## src/rtl/mac_accumulator.sv

```systemverilog
// mac_accumulator: valid/ready multiply-accumulate stage emitting one sum per operand vector; define MAC_ACC_SATURATE_EN to clamp acc on carry instead of wrapping
module mac_accumulator #(
  parameter int DATA_WIDTH = 8,
  parameter int ACC_WIDTH  = 24,
  parameter int MAX_TERMS  = 16,
  localparam int CW = $clog2(MAX_TERMS + 1)
) (
  input  logic                  clk,
  input  logic                  rst,
  input  logic [DATA_WIDTH-1:0] a,
  input  logic [DATA_WIDTH-1:0] b,
  input  logic                  in_valid,
  input  logic                  in_last,
  output logic                  in_ready,
  output logic [ACC_WIDTH-1:0]  acc_out,
  output logic                  out_valid,
  input  logic                  out_ready,
  output logic                  overflow,
  output logic [CW-1:0]         term_count
);
  typedef enum logic {ACCUM, DONE} state_t;
  state_t state, state_nxt;
  logic [ACC_WIDTH-1:0] acc, acc_nxt;
  logic [2*DATA_WIDTH-1:0] prod;
  logic [ACC_WIDTH:0] sum;
  logic [CW-1:0] cnt_nxt;
  logic first, xfer, eov, carry;
  assign prod = {{DATA_WIDTH{1'b0}}, a} * {{DATA_WIDTH{1'b0}}, b};
  assign sum = {1'b0, first ? {ACC_WIDTH{1'b0}} : acc} + {{(ACC_WIDTH + 1 - 2*DATA_WIDTH){1'b0}}, prod};
  assign carry = sum[ACC_WIDTH];
`ifdef MAC_ACC_SATURATE_EN
  assign acc_nxt = carry ? {ACC_WIDTH{1'b1}} : sum[ACC_WIDTH-1:0];
`else
  assign acc_nxt = sum[ACC_WIDTH-1:0];
`endif
  assign cnt_nxt = first ? CW'(1) : term_count + 1'b1;
  assign eov = in_last || (cnt_nxt == CW'(MAX_TERMS));
  assign xfer = in_valid && in_ready;
  assign acc_out = acc;
  always_ff @(posedge clk)
    state <= rst ? ACCUM : state_nxt;
  always_comb
    state_nxt = (state == ACCUM) ? ((xfer && eov) ? DONE : ACCUM) : (out_ready ? ACCUM : DONE);
  always_comb begin
    in_ready  = (state == ACCUM);
    out_valid = (state == DONE);
  end
  always_ff @(posedge clk) begin
    if (rst) begin
      acc        <= '0;
      first      <= 1'b1;
      overflow   <= 1'b0;
      term_count <= '0;
    end else if (xfer) begin
      acc        <= acc_nxt;
      first      <= eov;
      overflow   <= (!first && overflow) || carry;
      term_count <= cnt_nxt;
    end
  end
endmodule

```

## config.mk

```make
export PLATFORM = sky130hd
export DESIGN_NAME = mac_accumulator
export DESIGN_NICKNAME = d
export VERILOG_FILES = /design/src/rtl/mac_accumulator.sv
export SDC_FILE = /design/constraint.sdc
export NUM_CORES = 1
export LEC_CHECK = 0
export ABC_AREA = 1
export CAP_MARGIN = 10
export CORE_MARGIN = 1.5
export CORE_UTILIZATION = 55
export CTS_BUF_LIST = sky130_fd_sc_hd__clkbuf_2 sky130_fd_sc_hd__clkbuf_4 sky130_fd_sc_hd__clkbuf_8
export DETAILED_ROUTE_END_ITERATION = 7
export GPL_TIMING_DRIVEN = 0
export PLACE_DENSITY = 0.83
export SYNTH_ARGS = -nofsm -noshare
export SYNTH_HDL_FRONTEND = slang
export SYNTH_SLANG_ARGS = --single-unit
```

## constraint.sdc

```tcl
create_clock -name clk -period 11.8 [get_ports clk]
set_input_delay 2.36 -clock clk [delete_from_list [all_inputs] [get_ports clk]]
set_output_delay 2.36 -clock clk [all_outputs]
set_load 0.01 [all_outputs]
```

==> qor.log, run 1 <==
[cts] clk_lat worst skew 280 ps
[sta] Total Neg Setup Slack 0 ps
[placement] routability congestion estimate 0.9079
[grt] total overflow reported by the global router 0
[sta] Final setup viols 0
[yosys] fraction of the yosys area taken by sequential cells 14.36%
[setup_path] highest net fanout along the worst path 8
[sta] setup ws final 5501 ps
[setup_path] nature of the critical path startpoint primary input
[power_and_ir_drop] PwrDens 145.2 mW/mm^2
[sta] normalized max-slew margin 58.83%
[layout] net count of the finished layout 827
[cts] maximum root-to-sink buffer count 2
[setup_path] Worst Setup Path Type in2reg
[drt] final routed DRC violation total 0
[setup_path] Setup crit end kind flop
[sta] Final Max Slew Viols 0
[run] number of max-capacitance violations reported 0
[sta] skew final 4.393 ps
[yosys] Mean Syn Cell Area 6.638 um^2
[power_and_ir_drop] static power due to leakage 0.002929 uW
[drt] Final ANT Viol Nets 0
[yosys] number of distinct library cells after synthesis 31
[cts] clock tree from TritonCTS yes
[grt] wire length of the first global-routing pass 18860 um
[yosys] combined area of all synthesized cells 0.004461 mm^2
[drt] Iteration-0 DRC Markers 258
[yosys] library cell with the largest summed area after synthesis sky130_fd_sc_hd__fa_1
[drt] Via-to-Cell Ratio 5.152
[die] placeable core region 0.007807 mm^2
[placement] placed instance area 0.004938 mm^2
[layout] diodes inserted 0
[yosys] Synth area leaders sky130_fd_sc_hd__fa_1, sky130_fd_sc_hd__nand2_1, sky130_fd_sc_hd__dfxtp_1
[grt] initial antenna violation count 0
[setup_path] Worst Path Required 11980 ps
[grt] via count of the first global-routing pass 4203
[cts] CTS clock-pin slew for the worst setup and hold paths 70 ps
[die] height of the die 93.06 um
[cts] CTS buffer count 5
[cts] number of buffers inserted by hold repair at cts 0
[die] width of the chip 93.06 um
[cts] Sinks on Clock Net 32
[die] starting utilization of the core area 57.13%
[drt] overall routed net length 10880 um
[yosys] area share of the largest cell type after synthesis 22.44%
[layout] fraction of layout cells with a size suffix above 1 4.196%
[layout] cell area after layout 0.005050 mm^2
[power_and_ir_drop] worst vdd rail ir drop 0.09175 mV
[placement] setup slack at placement 5242 ps
[drt] drt wl/cell 13.32 um
[drt] first drt pass iteration count 7
[power_and_ir_drop] relative contribution of combinational cells to total power 66.6%
[yosys] nets in the synthesized netlist 785
[status] status completed
[min_path] Tightest Hold Check Type reg2reg
[setup_path] worst path arrival time 6480 ps
[cts] number of levels the H-tree was split into 2
[sta] minimum clock period 6299 ps
[die] die outline area 0.008659 mm^2
[drt] vias after detailed routing 4209
[sta] Highest Clock Rate 158.7 MHz
[yosys] Synth Instances 672
[placement] final HPWL from detailed placement 8817 um
[yosys] flip-flop and latch count after synthesis 32
[die] Placement Rows 32
[sta] actual transition at the worst max-transition pin 617.5 ps
[sta] post-route fraction of the period consumed by the critical path 53.38%
[sta] endpoints failing hold 0
[cts] postcts setup bufs 0
[yosys] warnings from Yosys 0
[power_and_ir_drop] clock share of power 14.8%
[layout] area added between synthesis and finish 13.21%
[power_and_ir_drop] portion of total power attributed to sequential cells 18.6%
[power_and_ir_drop] Cell Int Power 375.9 uW
[cts] CTS root buffer sky130_fd_sc_hd__clkbuf_8
[power_and_ir_drop] Sw Pwr 357.5 uW
[power_and_ir_drop] switching share of power 48.75%
[grt] GRT Resource Usage Total 27.08%
[cts] Resized Gates After CTS 0
[die] Ports 53
[sta] setup repair after global routing missed its margin no
[placement] I/O Buffers 35
[grt] largest net degree at the start of global routing 11
power groups by stage:
stage / registers, uW / clock network, uW / logic, uW
finish: 136 / 109 / 489
global route: 138 / 116 / 563
CTS: 136 / 111 / 485
detailed placement: 139 / 0 / 480
global placement: 138 / 0 / 468
floorplan: 142 / 0 / 351
cells in the final DEF, fill, tap and decap left out, types with 2 or more instances in the layout:
master and instances:
sky130_fd_sc_hd__nand4_1 5, sky130_fd_sc_hd__buf_2 7, sky130_fd_sc_hd__nand3_2 2, sky130_fd_sc_hd__clkdlybuf4s50_1 35, sky130_fd_sc_hd__nor3_1 2, sky130_fd_sc_hd__dfxtp_1 32, sky130_fd_sc_hd__ha_1 42, sky130_fd_sc_hd__clkbuf_1 19
sky130_fd_sc_hd__inv_2 2, sky130_fd_sc_hd__nor2_1 56, sky130_fd_sc_hd__xor2_1 5, sky130_fd_sc_hd__o21ai_0 19, sky130_fd_sc_hd__inv_1 170, sky130_fd_sc_hd__or2_2 2, sky130_fd_sc_hd__nand3_1 33, sky130_fd_sc_hd__clkbuf_8 5
sky130_fd_sc_hd__nand2_1 177, sky130_fd_sc_hd__xnor2_1 2, sky130_fd_sc_hd__a21oi_1 30, sky130_fd_sc_hd__nand2_2 5, sky130_fd_sc_hd__fa_1 50
registers in the layout, summed over array words and instances, names as in the netlist:
name,cells
term_count,5
overflow,1
acc_out,24
first,1
out_valid,1
stage by stage:
stage                     hold WS, ps  total power (uW)  std cells  utilization [%]
after floorplan                 488.7             492.7        672                -
after global placement          459.8             605.8        809            63.25
after detailed placement        459.6             618.3        809            63.25
after CTS                       469.7             732.5        817            64.68
after global routing            516.5             816.6        817            64.68
final                           464.5             733.5        817            64.68
path summary, 6_finish.rpt:
check | from | endpoint | slack (ps) | depth (start not counted)
worst min register to register | overflow | overflow | 460 | 2
worst max-delay path | a[4] | acc_out[20] | 5500 | 18
worst max register to register | first | acc_out[19] | 6880 | 19
worst min-delay path | overflow | overflow | 460 | 2
cells by family (layout without fill, tap and decap cells):
logic type               Yosys count  count (layout)  synth area share (%)
buffers and inverters            200             243                 17.11
AO/OA/AOI/OAI                     54              54                 6.340
adder cells (fa/ha/maj)           92              92                 34.22
flip-flops                        32              32                 14.36
XOR/XNOR                           7               7                 1.375
AND/OR/NAND/NOR                  287             287                 26.59
routing by layer:
| layer | GRT usage, % | wire, um |
|---|---|---|
| met1 | 34.06 | 4591 |
| met2 | 49.09 | 5533 |
| met3 | 2.846 | 595 |
| met4 | 7.323 | 163 |
| met5 | 0 | 0 |
cell type report:
cell class              instances  area, um^2
flip-flops and latches         32       640.6
fillers                       720        2758
clock buffers                   6       76.32
plain buffers                  28       117.6
well taps                     102       127.6
multi-input cells             440        3057
inverters                     172       645.6
clock inverters                 2       35.03
repair buffers                 35       350.3
critical path, stage by stage:
cell and delay [ps]:
sky130_fd_sc_hd__clkbuf_1 360, sky130_fd_sc_hd__nand2_1 150, sky130_fd_sc_hd__fa_1 560, sky130_fd_sc_hd__inv_1 50, sky130_fd_sc_hd__fa_1 530, sky130_fd_sc_hd__inv_1 60
sky130_fd_sc_hd__fa_1 520, sky130_fd_sc_hd__inv_1 50, sky130_fd_sc_hd__fa_1 480, sky130_fd_sc_hd__ha_1 360, sky130_fd_sc_hd__nand2_1 160, sky130_fd_sc_hd__inv_1 60
sky130_fd_sc_hd__a21oi_1 200, sky130_fd_sc_hd__nand3_1 180, sky130_fd_sc_hd__nand2_1 100, sky130_fd_sc_hd__nand2_1 100, sky130_fd_sc_hd__a21oi_1 140, sky130_fd_sc_hd__nor2_1 60
synthesized netlist by cell type (all sizes together):
master and instances:
nand2 182, inv 172, nor2 57, fa 50, ha 42, nand3 35
dfxtp 32, a21oi 30, clkbuf 19, o21ai 19, buf 9, nand4 5
xor2 5, nor3 3, or2 3, xnor2 2, a211oi 1, a21boi 1
a22oi 1, a31oi 1, and2 1, nor3b 1, o2111ai 1
Note: power is estimated with default switching activity, not from simulation.
==> run 2, diff against run 1 <==
- clock period: 11.8 -> 5.9 ns (I/O delays scaled with it)
==> results of run 2 <==
Same layout as run 1 (identical final DEF). Status: completed.
Main changes from that run: setup slack after placement 5242 ps -> 521.6 ps; setup slack after layout 5501 ps -> 780.7 ps; register-to-register setup slack 6880 ps -> 980 ps; total power 733.5 uW -> 1467 uW; worst IR drop on VDD 0.09175 mV -> 0.1835 mV
==> run 3, diff against run 2 <==
- CTS_CLUSTER_DIAMETER: default -> 100
- SLEW_MARGIN: default -> 15
==> results of run 3 <==
Same layout as run 1 (identical final DEF). Status: completed.
Main changes from that run: setup slack after placement 5242 ps -> 521.6 ps; setup slack after layout 5501 ps -> 780.7 ps; register-to-register setup slack 6880 ps -> 980 ps; total power 733.5 uW -> 1467 uW; worst IR drop on VDD 0.09175 mV -> 0.1835 mV
